**src/rtl/rgb_pwm_monitor_if.sv**
```systemverilog
// rgb_pwm_monitor_if: enable, PWM LED lines and per-window duty results of
// the RGB PWM monitor. The per-channel stuck flags exist only when
// PWM_MONITOR_STUCK_EN is defined.
interface rgb_pwm_monitor_if #(
  parameter int CW = 11
);
  logic          en;
  logic          pwm_r;
  logic          pwm_g;
  logic          pwm_b;
  logic [CW-1:0] duty_r;
  logic [CW-1:0] duty_g;
  logic [CW-1:0] duty_b;
  logic          valid;
`ifdef PWM_MONITOR_STUCK_EN
  logic          stuck_r;
  logic          stuck_g;
  logic          stuck_b;

  modport master (
    output en, pwm_r, pwm_g, pwm_b,
    input  duty_r, duty_g, duty_b, valid, stuck_r, stuck_g, stuck_b
  );

  modport slave (
    input  en, pwm_r, pwm_g, pwm_b,
    output duty_r, duty_g, duty_b, valid, stuck_r, stuck_g, stuck_b
  );
`else
  modport master (
    output en, pwm_r, pwm_g, pwm_b,
    input  duty_r, duty_g, duty_b, valid
  );

  modport slave (
    input  en, pwm_r, pwm_g, pwm_b,
    output duty_r, duty_g, duty_b, valid
  );
`endif
endinterface

```
**src/rtl/rgb_pwm_monitor.sv**
```systemverilog
// rgb_pwm_monitor: samples the three PWM LED lines through two-flop
// synchronizers and counts lit cycles per channel over back-to-back windows
// of WINDOW clocks. At the end of each window the counts are latched into
// duty_r/g/b and valid pulses for one cycle.
// Optional feature macro: PWM_MONITOR_STUCK_EN adds per-channel stuck flags
// that set after STUCK_WINDOWS consecutive windows without a lit transition.
// Channel bit order inside this module: [2] = red, [1] = green, [0] = blue.
module rgb_pwm_monitor #(
  parameter int WINDOW        = 1200,
  parameter bit ACTIVE_LOW    = 1'b1
`ifdef PWM_MONITOR_STUCK_EN
  ,
  parameter int STUCK_WINDOWS = 4
`endif
) (
  input  logic             clk,
  input  logic             rst,
  rgb_pwm_monitor_if.slave mon
);

  localparam int CW = $clog2(WINDOW + 1);
  localparam logic [CW-1:0] LAST_SAMPLE = CW'(WINDOW - 1);
  // Synchronizers reset to the unlit pin level so no false lit cycles appear
  localparam logic [2:0] UNLIT_PINS = {3{ACTIVE_LOW}};

  typedef enum logic {
    IDLE,
    MEAS
  } state_t;

  state_t        state;
  state_t        state_nxt;
  logic          last_sample;
  logic [2:0]    pin_meta;
  logic [2:0]    pin_sync;
  logic [2:0]    lit;
  logic [CW-1:0] win_cnt;
  logic [CW-1:0] acc  [3];
  logic [CW-1:0] duty [3];
  logic          valid_q;

  // Two-flop synchronizer per channel, free-running regardless of en
  always_ff @(posedge clk or posedge rst) begin
    if (rst) begin
      pin_meta <= UNLIT_PINS;
      pin_sync <= UNLIT_PINS;
    end else begin
      pin_meta <= {mon.pwm_r, mon.pwm_g, mon.pwm_b};
      pin_sync <= pin_meta;
    end
  end

  assign lit = ACTIVE_LOW ? ~pin_sync : pin_sync;

  // FSM state register
  always_ff @(posedge clk or posedge rst) begin
    if (rst) begin
      state <= IDLE;
    end else begin
      state <= state_nxt;
    end
  end

  // Next state; dropping en aborts the window unless it is the last sample
  always_comb begin
    state_nxt   = state;
    last_sample = 1'b0;
    case (state)
      IDLE: begin
        if (mon.en) begin
          state_nxt = MEAS;
        end
      end
      MEAS: begin
        last_sample = (win_cnt == LAST_SAMPLE);
        if (!mon.en) begin
          state_nxt = IDLE;
        end
      end
      default: state_nxt = IDLE;
    endcase
  end

  // Window counter, lit accumulators and latched duty results
  always_ff @(posedge clk or posedge rst) begin
    if (rst) begin
      win_cnt <= '0;
      valid_q <= 1'b0;
      for (int i = 0; i < 3; i++) begin
        acc[i]  <= '0;
        duty[i] <= '0;
      end
    end else begin
      valid_q <= 1'b0;
      if (state == IDLE) begin
        win_cnt <= '0;
        for (int i = 0; i < 3; i++) begin
          acc[i] <= '0;
        end
      end else if (last_sample) begin
        win_cnt <= '0;
        valid_q <= 1'b1;
        for (int i = 0; i < 3; i++) begin
          duty[i] <= acc[i] + {{(CW-1){1'b0}}, lit[i]};
          acc[i]  <= '0;
        end
      end else begin
        win_cnt <= win_cnt + 1'b1;
        for (int i = 0; i < 3; i++) begin
          acc[i] <= acc[i] + {{(CW-1){1'b0}}, lit[i]};
        end
      end
    end
  end

  assign mon.duty_r = duty[2];
  assign mon.duty_g = duty[1];
  assign mon.duty_b = duty[0];
  assign mon.valid  = valid_q;

`ifdef PWM_MONITOR_STUCK_EN
  localparam int SW = $clog2(STUCK_WINDOWS + 1);
  localparam logic [SW-1:0] QUIET_SAT = SW'(STUCK_WINDOWS);

  logic [2:0]    lit_prev;
  logic [2:0]    edge_seen;
  logic [2:0]    win_edge;
  logic [2:0]    stuck_q;
  logic [SW-1:0] quiet_cnt [3];

  // A window has an edge if one was seen earlier or lit changes right now
  assign win_edge = edge_seen | (lit ^ lit_prev);

  // Edge tracking and saturating count of edge-free windows per channel
  always_ff @(posedge clk or posedge rst) begin
    if (rst) begin
      lit_prev  <= '0;
      edge_seen <= '0;
      stuck_q   <= '0;
      for (int i = 0; i < 3; i++) begin
        quiet_cnt[i] <= '0;
      end
    end else begin
      lit_prev <= lit;
      if (state == IDLE) begin
        edge_seen <= '0;
        for (int i = 0; i < 3; i++) begin
          quiet_cnt[i] <= '0;
        end
      end else if (last_sample) begin
        edge_seen <= '0;
        for (int i = 0; i < 3; i++) begin
          if (win_edge[i]) begin
            quiet_cnt[i] <= '0;
            stuck_q[i]   <= 1'b0;
          end else if (quiet_cnt[i] != QUIET_SAT) begin
            quiet_cnt[i] <= quiet_cnt[i] + 1'b1;
            if (quiet_cnt[i] == QUIET_SAT - 1'b1) begin
              stuck_q[i] <= 1'b1;
            end
          end
        end
      end else begin
        edge_seen <= win_edge;
      end
    end
  end

  assign mon.stuck_r = stuck_q[2];
  assign mon.stuck_g = stuck_q[1];
  assign mon.stuck_b = stuck_q[0];
`endif

endmodule

```
**src/flat_wrapper.sv**
```systemverilog
// flat-port wrapper written by rule: the top's interface ports become plain ports
module rgb_pwm_monitor_flat 
#(
  parameter int WINDOW        = 1200,
  parameter bit ACTIVE_LOW    = 1'b1

)
  (clk, rst, mon_en, mon_pwm_r, mon_pwm_g, mon_pwm_b, mon_duty_r, mon_duty_g, mon_duty_b, mon_valid);
  rgb_pwm_monitor_if #(.CW(($clog2(WINDOW + 1)))) mon_i ();
  input  logic clk;
  input  logic rst;
  input wire logic [$bits(mon_i.en)-1:0] mon_en;
  input wire logic [$bits(mon_i.pwm_r)-1:0] mon_pwm_r;
  input wire logic [$bits(mon_i.pwm_g)-1:0] mon_pwm_g;
  input wire logic [$bits(mon_i.pwm_b)-1:0] mon_pwm_b;
  output wire logic [$bits(mon_i.duty_r)-1:0] mon_duty_r;
  output wire logic [$bits(mon_i.duty_g)-1:0] mon_duty_g;
  output wire logic [$bits(mon_i.duty_b)-1:0] mon_duty_b;
  output wire logic [$bits(mon_i.valid)-1:0] mon_valid;
  assign mon_i.en = mon_en;
  assign mon_i.pwm_r = mon_pwm_r;
  assign mon_i.pwm_g = mon_pwm_g;
  assign mon_i.pwm_b = mon_pwm_b;
  assign mon_duty_r = mon_i.duty_r;
  assign mon_duty_g = mon_i.duty_g;
  assign mon_duty_b = mon_i.duty_b;
  assign mon_valid = mon_i.valid;
  rgb_pwm_monitor #(.WINDOW(WINDOW), .ACTIVE_LOW(ACTIVE_LOW)) u_core (.clk(clk), .rst(rst), .mon(mon_i));
endmodule
```
**config.mk**
```make
export PLATFORM = sky130hd
export DESIGN_NAME = rgb_pwm_monitor_flat
export DESIGN_NICKNAME = d
export VERILOG_FILES = /design/src/rtl/rgb_pwm_monitor_if.sv /design/src/rtl/rgb_pwm_monitor.sv /design/src/flat_wrapper.sv
export SDC_FILE = /design/constraint.sdc
export NUM_CORES = 1
export LEC_CHECK = 0
export ABC_AREA = 1
export ABC_CLOCK_PERIOD_IN_PS = 3800
export CORE_MARGIN = 2
export CORE_UTILIZATION = 35
export DETAILED_ROUTE_END_ITERATION = 12
export GPL_TIMING_DRIVEN = 1
export PLACE_DENSITY = 0.63
export SLEW_MARGIN = 30
export SYNTH_ARGS = -nofsm -noshare
export SYNTH_HDL_FRONTEND = slang
export SYNTH_SLANG_ARGS = --single-unit
```
**constraint.sdc**
```tcl
create_clock -name clk -period 3.8 [get_ports clk]
set_clock_uncertainty 0.15 [all_clocks]
set_input_delay 0.38 -clock clk [delete_from_list [all_inputs] [get_ports clk]]
set_output_delay 0.38 -clock clk [all_outputs]
set_load 0.005 [all_outputs]
```
==> out/metrics.cfg <==
[grt]
grt_pass1_vias = 2849
grt_pass1_wl_um = 12940
grt.total_usage_pct = 14.14
met3_usage_pct = 4.280
grt_use_met2_pct = 23.36
grt_antenna_before_repair = 0
busiest_layer = met2
grt-ovfl-total = 0
grt_max_degree = 51
met1_usage_pct = 17.53

[logic_synthesis]
synth_area_sq_um = 3795
synth_area_leaders = dfrtp_1 52%, nand2_1 15%, nor2_1 5.4%, dfstp_2 4.2%, nand3_1 4.1%
synth_top_cell_by_area = dfrtp_1
syn-num-nets = 453
syn_inst = 440
synth_top_area_share_pct = 52.09
yosysWarnings = 0
synth-seq-cells = 85
seq_area_frac_synth_pct = 56.25
synth_cell_types = 25
avgSynthCellArea_sq_um = 8.625

[critical_path]
crit_family = simple AND/OR/NAND/NOR gates
cpPeakStageDelay_ns = 0.53
cp_slowest_cell = nand2_4
arrival_ns = 2.34
path_class = flop to flop
worst-path-buf-inv = 0
path_cells = ha_1 -> nand2_1 -> nor2_2 -> nand3_4 -> nand2_4 -> nor2_1
end_kind = flop
critical_path_required_ns = 3.87
worstSetupStartpointType = flop
crit_fanout = 50

[floorplanning]
dieHeight_um = 108.1
die-area_sq_um = 11690
core_sq_um = 10700
rows = 38
initial_core_util_pct = 35.47
ios = 40
die_w_um = 108.1

[place]
pre_cts_ws_ns = 1.505
place.gp.congestion = 0.7847
dp_hpwl_um = 4936
portBuffers = 39

[clock_network]
cts_tree = yes
clkLatencyLatePin_ns = 0.36
cts_setup_buffers = 0
cts_buffers = 9
cts_hold_buf = 0
cts_sinks = 85
htreeDepth = 3
cts_resized = 0
clock-root-buffer = clkbuf_8
clk_pin_slew_worst_paths_ns = 0.08
clockBufferDepth = 2

[routing]
drc = 0
route.detailed.wl_per_inst_um = 11.38
viasPerCell = 4.494
ant_nets = 0
dr.pass1.iters = 4
routed_wl_um = 7144
vias = 2822
drt_iter0_drc = 124

[timing]
setup_tns_ns = 0
grt_setup_unrepaired = no
hold_viol = 0
post-route-min-period_ns = 2.270
report.final.slew_viol_count = 0
worst_pin_slew_ns = 0.5986
setup_violations = 0
fmax_mhz = 440.5
finalCritPeriodShare_pct = 59.73
slew_headroom_pct = 60.10
fin_ws_ns = 1.530

[final_layout]
nNetsFinal = 496
area_delta_synth_final_pct = 19.49
layout-drive-gt1-share_pct = 6.557
diodes = 0

[power_and_ir_drop]
irDropWorstVdd_mv = 0.1904
power_density_nw_per_um2 = 374.2
power_leakage_nw = 2.137

[worst_hold_path]
hold_class = flop to flop

[run]
maxCapViolations = 0

[run_status]
status = finished, final reports clean

final timing paths:
kind	end	start	slack (ns)	cells after the start
max	u_core.acc[19]	u_core.win_cnt[0]	1.53	6
min	u_core.pin_sync[0]	u_core.pin_meta[0]	0.21	0
max reg2reg	u_core.acc[19]	u_core.win_cnt[0]	1.53	6
min reg2reg	u_core.pin_sync[0]	u_core.pin_meta[0]	0.21	0
max in group asynchronous	u_core.mon.duty_g[5]	rst	2.50	3
min in group asynchronous	u_core.mon.duty_b[6]	rst	0.29	2
flip-flops by register name, indices dropped and copies added (netlist names):
signal and cells:
u_core.acc 33, u_core.mon.duty_b 11, u_core.mon.duty_g 11, u_core.mon.duty_r 11, u_core.mon.valid 1, u_core.pin_meta 3
u_core.pin_sync 3, u_core.state 1, u_core.win_cnt 11
final cells by class:
| type | instances | area [sq um] |
|---|---|---|
| clock buffers | 10 | 137.6 |
| inverters | 41 | 156.4 |
| clock inverters | 6 | 86.33 |
| well taps | 140 | 175.2 |
| fillers | 1062 | 6163 |
| multi-input cells | 304 | 1431 |
| flip-flops and latches | 85 | 2135 |
| repair buffers | 42 | 412.9 |
worst reg2reg max path, stage by stage (launching register included):
cell and delay, ns:
dfrtp_1 0.41, ha_1 0.24, nand2_1 0.10, nor2_2 0.17, nand3_4 0.43, nand2_4 0.54, nor2_1 0.11
cell usage in the layout, fill, tap and decap left out, types with 8 or more instances in the layout:
| cell | count |
|---|---|
| nand3_1 | 31 |
| o21ai_0 | 17 |
| nor2_1 | 55 |
| clkdlybuf4s50_1 | 39 |
| clkbuf_8 | 10 |
| xnor2_1 | 8 |
| xor2_1 | 9 |
| nand2_1 | 149 |
| inv_1 | 40 |
| dfrtp_1 | 79 |
power by group:
part           total (mW)  switching, mW  internal (mW)
clock network       0.707          0.320          0.387
logic              0.0600         0.0411         0.0189
registers           0.930         0.0111          0.919
total                1.70          0.373           1.32
per-stage QoR:
stage / total power, mW / hold slack, ns / std cells / utilization (%) / area, sq um
after CTS: 1.726 / 0.2097 / 628 / 42.37 / 4533
after floorplan: 0.9884 / 0.1952 / 440 / - / 3795
after global placement: 1.007 / 0.1958 / 612 / 40.28 / 4309
after detailed placement: 1.010 / 0.1968 / 612 / 40.28 / 4309
after global routing: 1.776 / 0.2133 / 628 / 42.39 / 4534
final: 1.697 / 0.2085 / 628 / 42.39 / 4534
layer usage:
metal	up-vias	share of wire, %
met5	-	0
met4	0	1.8
met3	14	3.9
met2	37	48
met1	1321	46
li1	1450	-
kinds of logic (layout without fill, tap and decap cells):
logic type / after synthesis / count (layout) / share of synthesized area, %
AND/OR/NAND/NOR: 255 / 255 / 28.19
AO/OA/AOI/OAI: 25 / 25 / 3.297
XOR/XNOR: 17 / 17 / 3.924
adder cells (fa/ha/maj): 7 / 7 / 2.308
buffers and inverters: 51 / 99 / 6.034
flip-flops: 85 / 85 / 56.25
synthesized netlist by cell type, drive strengths merged:
cell	instances
a21oi	7
buf	10
dfrtp	79
dfstp	6
ha	7
inv	41
nand2	151
nand3	32
nand3b	3
nand4	4
nor2	58
nor2b	4
nor3	2
nor3b	1
o21ai	18
xnor2	8
xor2	9
(Power assumes the default switching activity.)
